**src/rtl/uart_tx_pkg.sv**
```systemverilog
// rtl/uart_tx_pkg.sv - shared types, constants and round-robin pick for the UART TX arbiter
//
// Purpose : arbiter FSM states, parity codes, default SEND timeout, and the
//           combinational round-robin selector used to pick the next client.
// Contents: state_e, parity_e, DEFAULT_TIMEOUT, RR_MAX, rr_pick()
package uart_tx_pkg;

  typedef enum logic [1:0] {
    ST_IDLE      = 2'd0,
    ST_GRANT     = 2'd1,
    ST_SEND      = 2'd2,
    ST_WAIT_DONE = 2'd3
  } state_e;

  typedef enum logic [1:0] {
    PARITY_NONE = 2'b00,
    PARITY_ODD  = 2'b01,
    PARITY_EVEN = 2'b10
  } parity_e;

  localparam int DEFAULT_TIMEOUT = 4096;

  // Widest client count the selector handles; narrower request vectors are
  // zero-extended by the caller.
  localparam int RR_MAX = 8;

  // Rotate the request vector so that bit ptr lands at position 0, take the
  // lowest set bit, then rotate the index back. Only the low n bits take part.
  // With no request set the result is ptr, which the caller never uses.
  function automatic logic [2:0] rr_pick(input logic [7:0] req,
                                         input logic [2:0] ptr,
                                         input int         n);
    logic [7:0] rot;
    logic [2:0] k;
    logic       found;
    int         src;
    rot   = '0;
    k     = '0;
    found = 1'b0;
    src   = 0;
    for (int i = 0; i < RR_MAX; i++) begin
      if (i < n) begin
        src          = (int'(ptr) + i) % n;
        rot[3'(i)]   = req[3'(src)];
      end
    end
    for (int i = 0; i < RR_MAX; i++) begin
      if (!found && rot[3'(i)]) begin
        found = 1'b1;
        k     = 3'(i);
      end
    end
    return 3'((int'(ptr) + int'(k)) % n);
  endfunction

endpackage

```
**src/rtl/uart_sync_edge.sv**
```systemverilog
// rtl/uart_sync_edge.sv - two-flop synchronizer with optional rising-edge output
//
// Purpose : brings a signal from the baud domain into the system clock domain.
// Ports   : clock  in  system clock
//           rst    in  async reset, active-high
//           din    in  asynchronous input
//           dout   out synchronized level (EDGE_OUT=0) or one-cycle rising-edge
//                      pulse (EDGE_OUT=1)
module uart_sync_edge #(
  parameter bit EDGE_OUT = 1'b0
) (
  input  logic clock,
  input  logic rst,
  input  logic din,
  output logic dout
);

  logic s1_q;
  logic s2_q;

  always_ff @(posedge clock or posedge rst) begin
    if (rst) begin
      s1_q <= 1'b0;
      s2_q <= 1'b0;
    end else begin
      s1_q <= din;
      s2_q <= s1_q;
    end
  end

  generate
    if (EDGE_OUT) begin : g_edge
      logic s3_q;
      always_ff @(posedge clock or posedge rst) begin
        if (rst) begin
          s3_q <= 1'b0;
        end else begin
          s3_q <= s2_q;
        end
      end
      assign dout = s2_q & ~s3_q;
    end else begin : g_level
      assign dout = s2_q;
    end
  endgenerate

endmodule

```
**src/rtl/uart_tx_arbiter.sv**
```systemverilog
// rtl/uart_tx_arbiter.sv - round-robin arbiter sharing one UART TX serializer among clients
//
// Purpose : grants NUM_REQ clients round-robin, latches the winner's byte and
//           line config, drives the serializer start, and reports per-client
//           ack / done / timeout error pulses.
// Ports   : clock, rst                 system clock, async active-high reset
//           req[NUM_REQ]               level requests, held until req_ack
//           req_data / req_parity_type / req_stop_bits / req_data_length
//                                      per-client payload and line config
//           req_ack / req_done / req_err
//                                      one-hot single-cycle pulses to the owner
//           tx_data, parity_type, stop_bits, data_length
//                                      latched payload/config to the TX path
//           send                       start level to the serializer
//           tx_active, tx_done         status from the baud domain (async)
//           busy                       arbiter not idle
//           owner                      current / last granted client
module uart_tx_arbiter
  import uart_tx_pkg::*;
#(
  parameter int NUM_REQ = 4,
  parameter int DATA_W  = 8,
  parameter int TIMEOUT = DEFAULT_TIMEOUT
) (
  input  logic                         clock,
  input  logic                         rst,
  input  logic [NUM_REQ-1:0]           req,
  input  logic [NUM_REQ*DATA_W-1:0]    req_data,
  input  logic [NUM_REQ*2-1:0]         req_parity_type,
  input  logic [NUM_REQ-1:0]           req_stop_bits,
  input  logic [NUM_REQ-1:0]           req_data_length,
  output logic [NUM_REQ-1:0]           req_ack,
  output logic [NUM_REQ-1:0]           req_done,
  output logic [NUM_REQ-1:0]           req_err,
  output logic [DATA_W-1:0]            tx_data,
  output logic [1:0]                   parity_type,
  output logic                         stop_bits,
  output logic                         data_length,
  output logic                         send,
  input  logic                         tx_active,
  input  logic                         tx_done,
  output logic                         busy,
  output logic [$clog2(NUM_REQ)-1:0]   owner
);

  localparam int OW    = $clog2(NUM_REQ);
  localparam int CNT_W = (TIMEOUT > 2) ? $clog2(TIMEOUT) : 1;

  logic tx_active_sync;
  logic tx_done_rise;

  uart_sync_edge #(.EDGE_OUT(1'b0)) u_sync_active (
    .clock (clock),
    .rst   (rst),
    .din   (tx_active),
    .dout  (tx_active_sync)
  );

  uart_sync_edge #(.EDGE_OUT(1'b1)) u_sync_done (
    .clock (clock),
    .rst   (rst),
    .din   (tx_done),
    .dout  (tx_done_rise)
  );

  state_e               state_q,   state_d;
  logic [OW-1:0]        ptr_q,     ptr_d;
  logic [OW-1:0]        cand_q,    cand_d;
  logic [OW-1:0]        owner_q,   owner_d;
  logic [DATA_W-1:0]    tx_data_q, tx_data_d;
  logic [1:0]           parity_q,  parity_d;
  logic                 stop_q,    stop_d;
  logic                 len_q,     len_d;
  logic [CNT_W-1:0]     cnt_q,     cnt_d;
  logic                 send_q,    send_d;
  logic                 busy_q,    busy_d;
  logic [NUM_REQ-1:0]   ack_q,     ack_d;
  logic [NUM_REQ-1:0]   done_q,    done_d;
  logic [NUM_REQ-1:0]   err_q,     err_d;

  logic [OW-1:0]        pick;
  logic [OW-1:0]        ptr_after_owner;

  assign pick            = OW'(rr_pick(8'(req), 3'(ptr_q), NUM_REQ));
  // The pointer moves past the owner whether the frame finished or timed out,
  // so a client whose frames keep failing cannot hog the serializer.
  assign ptr_after_owner = (owner_q == OW'(NUM_REQ - 1)) ? '0 : owner_q + OW'(1);

  always_comb begin
    state_d   = state_q;
    ptr_d     = ptr_q;
    cand_d    = cand_q;
    owner_d   = owner_q;
    tx_data_d = tx_data_q;
    parity_d  = parity_q;
    stop_d    = stop_q;
    len_d     = len_q;
    cnt_d     = cnt_q;
    send_d    = send_q;
    ack_d     = '0;
    done_d    = '0;
    err_d     = '0;

    case (state_q)
      ST_IDLE: begin
        send_d = 1'b0;
        if (|req) begin
          cand_d  = pick;
          state_d = ST_GRANT;
        end
      end

      ST_GRANT: begin
        // Config is captured only here, so it holds steady for the whole
        // frame and up to the next grant.
        owner_d         = cand_q;
        tx_data_d       = req_data[int'(cand_q)*DATA_W +: DATA_W];
        parity_d        = req_parity_type[int'(cand_q)*2 +: 2];
        stop_d          = req_stop_bits[cand_q];
        len_d           = req_data_length[cand_q];
        ack_d[cand_q]   = 1'b1;
        cnt_d           = '0;
        send_d          = 1'b1;
        state_d         = ST_SEND;
      end

      ST_SEND: begin
        if (tx_active_sync) begin
          send_d  = 1'b0;
          state_d = ST_WAIT_DONE;
        end else if (cnt_q == CNT_W'(TIMEOUT - 1)) begin
          err_d[owner_q] = 1'b1;
          send_d         = 1'b0;
          ptr_d          = ptr_after_owner;
          state_d        = ST_IDLE;
        end else begin
          cnt_d = cnt_q + CNT_W'(1);
        end
      end

      ST_WAIT_DONE: begin
        send_d = 1'b0;
        // Only a done edge seen here is credited; edges in earlier states
        // belong to no current frame.
        if (tx_done_rise) begin
          done_d[owner_q] = 1'b1;
          ptr_d           = ptr_after_owner;
          state_d         = ST_IDLE;
        end
      end

      default: begin
        send_d  = 1'b0;
        state_d = ST_IDLE;
      end
    endcase

    busy_d = (state_d != ST_IDLE);
  end

  always_ff @(posedge clock or posedge rst) begin
    if (rst) begin
      state_q   <= ST_IDLE;
      ptr_q     <= '0;
      cand_q    <= '0;
      owner_q   <= '0;
      tx_data_q <= '0;
      parity_q  <= PARITY_NONE;
      stop_q    <= 1'b0;
      len_q     <= 1'b0;
      cnt_q     <= '0;
      send_q    <= 1'b0;
      busy_q    <= 1'b0;
      ack_q     <= '0;
      done_q    <= '0;
      err_q     <= '0;
    end else begin
      state_q   <= state_d;
      ptr_q     <= ptr_d;
      cand_q    <= cand_d;
      owner_q   <= owner_d;
      tx_data_q <= tx_data_d;
      parity_q  <= parity_d;
      stop_q    <= stop_d;
      len_q     <= len_d;
      cnt_q     <= cnt_d;
      send_q    <= send_d;
      busy_q    <= busy_d;
      ack_q     <= ack_d;
      done_q    <= done_d;
      err_q     <= err_d;
    end
  end

  assign req_ack     = ack_q;
  assign req_done    = done_q;
  assign req_err     = err_q;
  assign tx_data     = tx_data_q;
  assign parity_type = parity_q;
  assign stop_bits   = stop_q;
  assign data_length = len_q;
  assign send        = send_q;
  assign busy        = busy_q;
  assign owner       = owner_q;

endmodule
```
**config.mk**
```make
export PLATFORM = sky130hd
export DESIGN_NAME = uart_tx_arbiter
export DESIGN_NICKNAME = d
export VERILOG_FILES = /design/src/rtl/uart_tx_pkg.sv /design/src/rtl/uart_sync_edge.sv /design/src/rtl/uart_tx_arbiter.sv
export SDC_FILE = /design/constraint.sdc
export NUM_CORES = 1
export LEC_CHECK = 0
export BUFFER_PORTS_ARGS = -buffer_cell sky130_fd_sc_hd__clkbuf_2
export CAP_MARGIN = 10
export CELL_PAD_IN_SITES_DETAIL_PLACEMENT = 2
export CELL_PAD_IN_SITES_GLOBAL_PLACEMENT = 2
export CORE_MARGIN = 2
export CORE_UTILIZATION = 31
export CTS_BUF_LIST = sky130_fd_sc_hd__clkbuf_16
export CTS_CLUSTER_DIAMETER = 60
export DETAILED_ROUTE_END_ITERATION = 10
export PLACE_DENSITY = 0.81
export SETUP_SLACK_MARGIN = 0.2
export SLEW_MARGIN = 20
export SYNTH_ARGS = -nofsm -noshare
export SYNTH_HDL_FRONTEND = slang
export SYNTH_SLANG_ARGS = --single-unit
```
**constraint.sdc**
```tcl
create_clock -name clock -period 2.6 [get_ports clock]
set_clock_uncertainty 0.2 [all_clocks]
set_input_delay 0.13 -clock clock [delete_from_list [all_inputs] [get_ports clock]]
set_output_delay 0.13 -clock clock [all_outputs]
set_load 0.005 [all_outputs]
```
==> impl_metrics.yaml, run 1 <==
outcome:
  status: "completed"
logic_synthesis:
  synth_top_area_share_pct: 49.5
  syn_inst: 232
  async_flop_share_pct: 100
  ys.flop_type: "dfrtp_1"
  yosys_warnings: 0
  synth.area.top_cells: "dfrtp_1 50%, mux4_2 10%, nand2_1 7.0%"
  synth_cell_type_count: 54
  yosysSeqAreaShare_pct: 49.5
  synth_edf_count: 0
  avgSynthCellArea_sq_um: 11.1
  ys_seq_elements: 51
  synth_fp_nets: 294
  syn_area_sq_mm: 0.00258
  yosys.area.top_type: "dfrtp_1"
power_and_ir_drop:
  pwr-share-seq_pct: 42.7
  p_int_w: 0.00195
  max-vdd-ir-drop_mv: 0.319
  pwr-share-comb_pct: 33.0
  power_density_mw_per_mm2: 917
  p_switching_w: 0.00109
  clkPwrFrac_pct: 24.3
  p_leak_nw: 1.65
  swShare_pct: 35.8
clock_network:
  clk_pin_slew_ns: 0.07
  postCtsSetupBuffers: 0
  cts_resized: 0
  cts.htree.levels: 2
  numCtsBuffers: 5
  clkLatencyLatePin_ns: 0.29
  cts.path.max_buffers: 2
  clock-root-buffer: "clkbuf_16"
  clock_sinks: 51
  cts_tree: "yes"
floorplanning:
  io_pins: 84
  dieArea_sq_mm: 0.00906
  fp.coreArea_sq_mm: 0.00813
  die-height_um: 95.2
  rows: 33
  start_util_pct: 31.7
  die_x_um: 95.2
detailed_routing:
  firstDrtPassIters: 4
  dr.first_iter.drc_count: 55
  postRouteAntennaNets: 0
  avgRoutedWirePerCell_um: 19.1
  vias_per_cell: 5.14
  wl_um: 8130
  drc_errors: 0
  vias: 2184
sta:
  min_period_over_period_pct: 86.3
  setup-tns-final_ns: 0
  relSlewSlack_pct: 37.2
  min_period_ns: 2.24
  rsz0062_at_grt: "false"
  maxSlewViolCount: 0
  worstMarginPinSlew_ns: 0.941
  finalHoldViolCount: 0
  fmax_mhz: 446
  setup_viol: 0
setup_path:
  crit_slowest_cell: "dfrtp_1"
  arrival_ns: 2.22
  reg2regPathDepth: 8
  critical-path-top-delay-family: "compound AO/OA/AOI/OAI gates"
  cp_cell_sequence: "nand3b_1 -> o311ai_0 -> o21ai_0 -> o221ai_1 -> ha_1 -> xor2_1 -> and4_1 -> a211o_1"
  crit_path_end_kind: "flip-flop"
  crit_start: "ptr_q[0]"
  startpoint_type: "flip-flop"
  path_class: "reg2reg"
  crit_cells: 8
  max_stage_delay_ns: 0.50
  crit_required_ns: 2.57
  critPathMaxFanout: 12
  r2r-start: "ptr_q[0]"
  worst-path-buf-inv: 0
  r2r_setup_slack_ns: 0.36
  r2r_end: "cand_q[1]"
  endpoint: "cand_q[1]"
layout:
  syn_to_final_growth_pct: 28.3
  final_cell_count_no_fill: 425
  seq_area_sq_mm: 0.00128
  fin_nets: 381
  fillers: 890
  diodes: 0
  drive_above_1_share_pct: 36.3
  multi_input_area_sq_mm: 0.00123
grt:
  grtUsageTotal_pct: 18.8
  grt_pass1_vias: 2423
  grt_max_degree: 22
  antenna_found_initial: 0
  grt_pass1_wl_um: 12800
  grt-ovfl-total: 0
worst_hold_path:
  hp-class: "in2reg"
run:
  maxCapViolCount: 0
place:
  hpwl_um: 5940
  gp_congestion: 0.816
  numPortBuffers: 83
  dp.cells: 414
==> worst min-delay path, cell delays in order <==
cell	delay (ns)
clkbuf_2	0.07
mux4_2	0.22
nand2_1	0.05
nand2_1	0.04
==> routing by layer <==
| metal | track usage, % | part of all wire (%) |
|---|---|---|
| met5 | 0 | 0 |
| met4 | 7.25 | 2.2 |
| met2 | 34.3 | 57 |
| met1 | 21.9 | 39 |
| met3 | 3.24 | 2.4 |
==> sequential cells by signal (all words and copies together) (netlist names) <==
| register | count |
|---|---|
| req_err | 4 |
| u_sync_active.s1_q | 1 |
| send | 1 |
| u_sync_done.s1_q | 1 |
| stop_bits | 1 |
| u_sync_done.g_edge.s3_q | 1 |
| busy | 1 |
| state_q | 2 |
| parity_type | 2 |
| owner | 2 |
| cand_q | 2 |
| req_ack | 4 |
| u_sync_active.dout | 1 |
| data_length | 1 |
| cnt_q | 12 |
| ptr_q | 2 |
| u_sync_done.s2_q | 1 |
| req_done | 4 |
| tx_data | 8 |
==> cell families (layout without fill, tap and decap cells) <==
kind of cell               Yosys count  count (layout)  share of synthesized area, %
adders and majority gates            6               6                          2.91
buffers and inverters               17             105                          2.62
xor gates and xnor gates             3               3                          1.02
and+or+nand+nor                    106             106                          22.3
DFF                                 51              51                          49.5
AOI/OAI and AO/OA                   30              30                          8.21
muxes                               19              19                          13.4
==> synth_stat cells, types with 5 or more instances <==
library cell and count:
and2_1 9, ha_1 6, clkbuf_1 6, nor3_1 6, mux4_2 12, dfrtp_1 51
o21ai_0 5, inv_1 7, nand2_1 48, nor2_1 10
==> layout make-up <==
| class | count | share of cell area, % |
|---|---|---|
| clock buffer | 5 | 3.79 |
| clock inverter | 3 | 1.17 |
| multi-input combinational | 164 | 37.3 |
| sequential | 51 | 38.6 |
| inverter | 7 | 0.795 |
| tap | 105 | 3.97 |
| timing repair buffer | 90 | 14.4 |
==> power by group through the flow <==
| stage | sequential, W | clock, W | combinational [W] |
|---|---|---|---|
| 6_report | 0.00130 | 0.000736 | 0.00100 |
| 4_1_cts | 0.00130 | 0.000751 | 0.00102 |
| 3_5_place_dp | 0.00131 | 0 | 0.000981 |
| 2_1_floorplan | 0.00114 | 0 | 0.000729 |
| 5_1_grt | 0.00134 | 0.000790 | 0.00112 |
| 3_3_place_gp | 0.00129 | 0 | 0.000926 |
==> worst min-delay path by stage <==
stage / from / end / slack, ns / cells after the start
2_1_floorplan: tx_active / u_sync_active.s1_q / -0.04 / 0
3_3_place_gp: rst / u_sync_active.dout / -0.09 / 2
3_5_place_dp: rst / req_done[2] / -0.08 / 2
4_1_cts: req_data[25] / tx_data[1] / 0.05 / 4
5_1_grt: req_data[0] / tx_data[0] / 0.08 / 4
6_report: req_data[29] / tx_data[5] / 0.05 / 4
==> layout by cell type (no fill, tap or decap), types with 2 or more instances in the layout <==
master	synthesis	routed
clkbuf_2	0	83
nand4_1	2	2
o211ai_1	3	3
a31oi_1	3	3
nand3_1	3	3
nor2b_1	3	3
o21ai_1	2	2
clkbuf_16	0	5
o21ai_0	5	5
o31ai_1	3	3
nor3_1	6	6
nand2_1	48	48
mux2_1	3	3
buf_4	0	4
nand2b_1	3	3
nor2_1	10	10
and3_1	3	3
xor2_1	3	3
and2_1	9	9
mux2i_1	3	3
mux4_2	12	12
or3_1	2	2
dlygate4sd3_1	0	3
dfrtp_1	51	51
ha_1	6	6
a21o_1	2	2
inv_1	7	6
and4_1	3	3
==> repair_timing <==
| item | 4_1_cts | 5_1_grt |
|---|---|---|
| hold buffers | 3 | 0 |
| hold endpoints to repair | 19 | 0 |
| setup endpoints to repair | 0 | 0 |
==> stage by stage <==
stage | hold slack, ns | cell area, sq um | total power [W] | setup WS, ns | utilization [%]
final | 0.0522 | 3310 | 0.00303 | 0.356 | 40.6
after global routing | 0.0791 | 3310 | 0.00324 | 0.220 | 40.6
after CTS | 0.0538 | 3310 | 0.00308 | 0.364 | 40.6
after detailed placement | -0.0789 | 3110 | 0.00229 | 0.406 | 38.3
after global placement | -0.0919 | 3110 | 0.00221 | 0.528 | 38.3
after floorplan | -0.0386 | 2580 | 0.00187 | 0.542 | -
No activity file was read; power rests on OpenSTA's default activity.
==> run 2: changes to the inputs <==
==> constraint.sdc (replaced) <==
create_clock -name clock -period 2.4 [get_ports clock]
set_clock_uncertainty 0.2 [all_clocks]
set_input_delay 0.12 -clock clock [delete_from_list [all_inputs] [get_ports clock]]
set_output_delay 0.12 -clock clock [all_outputs]
set_load 0.005 [all_outputs]
==> impl_metrics.yaml, run 2 (same netlist as run 1, synthesis figures left out) <==
outcome:
  status: "completed"
grt:
  grt_max_degree: 22
  grt_pass1_vias: 2450
  grt-ovfl-total: 0
  antenna_found_initial: 0
  grtUsageTotal_pct: 19.1
  grt_pass1_wl_um: 13100
setup_path:
  startpoint_type: "flip-flop"
  arrival_ns: 2.07
  path_class: "reg2reg"
  max_stage_delay_ns: 0.47
  critPathMaxFanout: 10
  crit_path_end_kind: "flip-flop"
  crit_required_ns: 2.37
  worst-path-buf-inv: 0
  crit_slowest_cell: "dfrtp_2"
  r2r-start: "ptr_q[0]"
  critical-path-top-delay-family: "compound AO/OA/AOI/OAI gates"
  crit_start: "ptr_q[0]"
  cp_cell_sequence: "nand3b_1 -> o311ai_1 -> o21ai_1 -> o221ai_1 -> ha_1 -> xor2_1 -> and4_1 -> a211o_1"
detailed_routing:
  vias_per_cell: 5.19
  drc_errors: 0
  postRouteAntennaNets: 0
  dr.first_iter.drc_count: 73
  vias: 2226
  wl_um: 8130
  avgRoutedWirePerCell_um: 18.9
  firstDrtPassIters: 4
place:
  hpwl_um: 6030
  dp.cells: 415
  dp_slack_ns: 0.208
  numPortBuffers: 83
  gp_congestion: 0.806
clock_network:
  clock_sinks: 51
  clkLatencyLatePin_ns: 0.29
  cts_tree: "yes"
  cts.htree.levels: 2
  clock-root-buffer: "clkbuf_16"
  numCtsBuffers: 5
  clk_pin_slew_ns: 0.07
  cts.path.max_buffers: 2
power_and_ir_drop:
  p_leak_nw: 1.68
  power_density_mw_per_mm2: 1020
  max-vdd-ir-drop_mv: 0.326
sta:
  setup_viol: 0
  setup-tns-final_ns: 0
  fmax_mhz: 477
  min_period_ns: 2.10
  worstMarginPinSlew_ns: 0.930
  maxSlewViolCount: 0
  min_period_over_period_pct: 87.3
  rsz0062_at_grt: "true"
  finalHoldViolCount: 0
  relSlewSlack_pct: 38.0
  layout_setup_ws_ns: 0.305
layout:
  fin_util_pct: 41.3
  final_cell_count_no_fill: 429
  seq_area_sq_mm: 0.00128
  fin_nets: 385
  layout_common_cells: "83 x clkbuf_2, 50 x dfrtp_1, 48 x nand2_1"
  drive_above_1_share_pct: 37.3
  diodes: 0
  fillers: 872
  multi_input_area_sq_mm: 0.00123
  mostFrequentLayoutCell: "clkbuf_2"
  largest_register_ffs: 12
  syn_to_final_growth_pct: 30.5
  top_register: "cnt_q"
worst_hold_path:
  hp-start: "req_data[29]"
  hp-class: "in2reg"
floorplanning:
  io_pins: 84
  die-height_um: 95.2
  rows: 33
  fp.coreArea_sq_mm: 0.00813
  start_util_pct: 31.7
  die_x_um: 95.2
  dieArea_sq_mm: 0.00906
run:
  maxCapViolCount: 0
-- run 2: worst paths after layout --
| check | to | slack [ns] | cells past startpoint |
|---|---|---|---|
| min in group asynchronous | owner[0] | 0.16 | 3 |
| max in group asynchronous | parity_type[1] | 1.23 | 4 |
| setup reg to reg | cand_q[1] | 0.30 | 8 |
| setup / recovery | cand_q[1] | 0.30 | 8 |
| hold reg to reg | u_sync_done.s2_q | 0.16 | 0 |
| hold / removal | tx_data[5] | 0.05 | 4 |
-- run 2: cell type report --
| type | count | area share, % |
|---|---|---|
| Sequential cell | 51 | 38.0 |
| Clock inverter | 3 | 1.90 |
| Tap cell | 105 | 3.91 |
| Inverter | 7 | 0.782 |
| Multi-Input combinational cell | 164 | 36.7 |
| Timing Repair Buffer | 94 | 15.0 |
| Clock buffer | 5 | 3.72 |
-- run 2: report_power, final --
part	leakage, nW	total, W	switching, W	internal [W]
Sequential	0.653	0.00140	0.000322	0.00108
Clock	0.0952	0.000909	0.000315	0.000594
Combinational	0.935	0.00113	0.000552	0.000577
-- run 2: worst reg2reg max path: stages, from the launching register on --
cell	delay, ns
dfrtp_2	0.47
nand3b_1	0.12
o311ai_1	0.10
o21ai_1	0.10
o221ai_1	0.13
ha_1	0.22
xor2_1	0.17
and4_1	0.22
a211o_1	0.26
-- run 2: timing repair --
action,4_1_cts,5_1_grt
hold buffers,3,0
pin swaps,0,0
gates resized for setup,2,1
setup buffers,0,3
hold endpoints to repair,19,0
gates cloned,0,0
setup endpoints to repair,1,4
-- run 2: per-stage QoR --
step	total power, W	cell area, sq um	hold slack, ns
after floorplan	0.00202	2580	-0.0486
after global placement	0.00241	3120	-0.102
after detailed placement	0.00251	3120	-0.0758
after CTS	0.00348	3340	0.0455
after global routing	0.00369	3360	0.0696
final	0.00344	3360	0.0451
-- run 2: routing by layer --
layer | GRT usage (%) | part of all wire (%) | routed length, um
met1 | 23.7 | 40 | 3230
met2 | 34.4 | 56 | 4570
met3 | 3.00 | 2.7 | 222
met4 | 5.19 | 1.4 | 112
met5 | 0 | 0 | 0
==> run 3: changes to the inputs <==
--- a/config.mk
+++ b/config.mk
@@ -10,11 +10,12 @@
 export CELL_PAD_IN_SITES_DETAIL_PLACEMENT = 2
 export CELL_PAD_IN_SITES_GLOBAL_PLACEMENT = 2
 export CORE_MARGIN = 2
-export CORE_UTILIZATION = 31
+export CORE_UTILIZATION = 25
 export CTS_BUF_LIST = sky130_fd_sc_hd__clkbuf_16
 export CTS_CLUSTER_DIAMETER = 60
 export DETAILED_ROUTE_END_ITERATION = 10
-export PLACE_DENSITY = 0.81
+export GPL_TIMING_DRIVEN = 0
+export PLACE_DENSITY = 0.68
 export SETUP_SLACK_MARGIN = 0.2
 export SLEW_MARGIN = 20
 export SYNTH_ARGS = -nofsm -noshare
==> impl_metrics.yaml, run 3 (same netlist as run 1, synthesis figures left out) <==
outcome:
  status: "completed"
layout:
  seq_area_sq_mm: 0.00128
  final_cell_count_no_fill: 467
  multi_input_area_sq_mm: 0.00123
  mostFrequentLayoutCell: "clkbuf_2"
  top_register: "cnt_q"
  diodes: 0
  layout_common_cells: "84 x clkbuf_2, 51 x dfrtp_1, 48 x nand2_1"
  largest_register_ffs: 12
  syn_to_final_growth_pct: 32.2
  drive_above_1_share_pct: 37.5
  fin_nets: 392
  design_area_sq_mm: 0.00341
  fillers: 1190
power_and_ir_drop:
  pwr-share-seq_pct: 38.0
  p_int_w: 0.00207
  max-vdd-ir-drop_mv: 0.318
  pwr-share-comb_pct: 39.0
  p_switching_w: 0.00118
  p_leak_nw: 1.68
  clkPwrFrac_pct: 23.0
  swShare_pct: 36.4
  power_density_mw_per_mm2: 956
detailed_routing:
  firstDrtPassIters: 4
  avgRoutedWirePerCell_um: 16.5
  postRouteAntennaNets: 0
  dr.first_iter.drc_count: 72
  drc_errors: 0
  vias_per_cell: 4.70
  wl_um: 7720
  vias: 2194
floorplanning:
  rows: 37
  dieArea_sq_mm: 0.0111
  die-height_um: 106
  start_util_pct: 25.3
  die_x_um: 106
  io_pins: 84
  fp.coreArea_sq_mm: 0.0102
clock_network:
  clock-root-buffer: "clkbuf_16"
  clock_sinks: 51
  numCtsBuffers: 5
  clk_pin_slew_ns: 0.08
  clkLatencyLatePin_ns: 0.30
  cts.htree.levels: 2
  cts_tree: "yes"
  cts.path.max_buffers: 2
place:
  placement.cell_area_sq_mm: 0.00318
  hpwl_um: 5690
  dp.cells: 452
  numPortBuffers: 83
  gp_congestion: 0.743
  dp_slack_ns: -0.0143
setup_path:
  r2r-start: "ptr_q[0]"
  critPathMaxFanout: 10
  reg2regPathDepth: 9
  path_class: "reg2reg"
  endpoint: "cand_q[1]"
  r2r_end: "cand_q[1]"
  arrival_ns: 2.15
  max_stage_delay_ns: 0.39
  crit_path_end_kind: "flip-flop"
  crit_slowest_cell: "dfrtp_1"
  cp_cell_sequence: "clkbuf_8 -> nand3b_1 -> o311ai_1 -> o21ai_1 -> o221ai_1 -> ha_2 -> xor2_1 -> and4_1 -> a211o_1"
  r2r_setup_slack_ns: 0.23
  startpoint_type: "flip-flop"
  crit_start: "ptr_q[0]"
  crit_required_ns: 2.38
sta:
  worstMarginPinSlew_ns: 0.619
  relSlewSlack_pct: 58.7
  finalHoldViolCount: 0
  min_period_ns: 2.17
  layout_setup_ws_ns: 0.225
  maxSlewViolCount: 0
  fmax_mhz: 460
  min_period_over_period_pct: 90.6
  rsz0062_at_grt: "true"
  setup_viol: 0
grt:
  antenna_found_initial: 0
  grt_pass1_vias: 2420
  grt_pass1_wl_um: 12800
  grtUsageTotal_pct: 14.5
  grt_max_degree: 32
  grt-ovfl-total: 0
worst_hold_path:
  hp-class: "in2reg"
run:
  maxCapViolCount: 0
run 3: cell types whose count changed in the layout (fill, tap and decap cells not counted), sizes merged:
| cell | change |
|---|---|
| clkbuf | +7 |
| bufinv | -2 |
| clkinv | +1 |
| inv | +1 |
run 3: layout make-up:
class	count	share of cell area (%)
inverters	7	0.771
clock inverters	3	0.771
clock buffers	5	3.67
flip-flops and latches	51	37.5
repair buffers	91	14.5
multi-input cells	164	36.2
well taps	136	4.99
plain buffers	10	1.54
run 3: through the flow:
| step | util (%) | hold slack, ns | total power [W] | setup TNS (ns) |
|---|---|---|---|---|
| floorplan | - | -0.0486 | 0.00202 | 0 |
| global placement | 31.0 | 0.0410 | 0.00246 | 0 |
| detailed placement | 31.2 | -0.0592 | 0.00252 | -0.0143 |
| CTS | 33.3 | 0.0409 | 0.00330 | 0 |
| global route | 33.5 | 0.0602 | 0.00352 | 0 |
| finish | 33.5 | 0.0382 | 0.00326 | 0 |
run 3: how the worst min path moves through the flow:
stage	startpoint	cells after the start	endpoint	slack, ns
2_1_floorplan	tx_active	0	u_sync_active.s1_q	-0.05
3_3_place_gp	tx_active	1	u_sync_active.s1_q	0.04
3_5_place_dp	rst	2	req_done[2]	-0.06
4_1_cts	req_parity_type[4]	4	parity_type[0]	0.04
5_1_grt	req_data[6]	4	tx_data[6]	0.06
6_report	req_parity_type[4]	4	parity_type[0]	0.04
run 3: power groups by stage:
stage,clock [W],sequential [W],combinational [W]
5_1_grt,0.000798,0.00127,0.00145
3_3_place_gp,0,0.00125,0.00121
2_1_floorplan,0,0.00123,0.000790
4_1_cts,0.000765,0.00125,0.00129
3_5_place_dp,0,0.00126,0.00126
6_report,0.000748,0.00124,0.00127
run 3: repair_timing:
action                                  in CTS  in global routing
hold buffers                                 3                  0
endpoints found under the hold margin       23                  0
resized for setup                            4                  3
endpoints found under the setup margin       3                  5
buffers inserted                             3                  1
run 3: worst max-delay path: cells and delay by family, from the launching register on:
kind,cells,cell delay [ns]
DFF,1,0.39
AOI/OAI and AO/OA,4,0.64
xor gates and xnor gates,1,0.14
and+or+nand+nor,2,0.29
adders and majority gates,1,0.21
buffers and inverters,1,0.17
run 3: metal layers:
| metal | part of all wire, % | up-vias | track usage (%) |
|---|---|---|---|
| met5 | 0 | - | 0 |
| met4 | 1.4 | 0 | 4.14 |
| met3 | 2.5 | 7 | 2.16 |
| met2 | 55 | 30 | 26.1 |
| met1 | 41 | 1133 | 18.0 |
| li1 | - | 1024 | - |
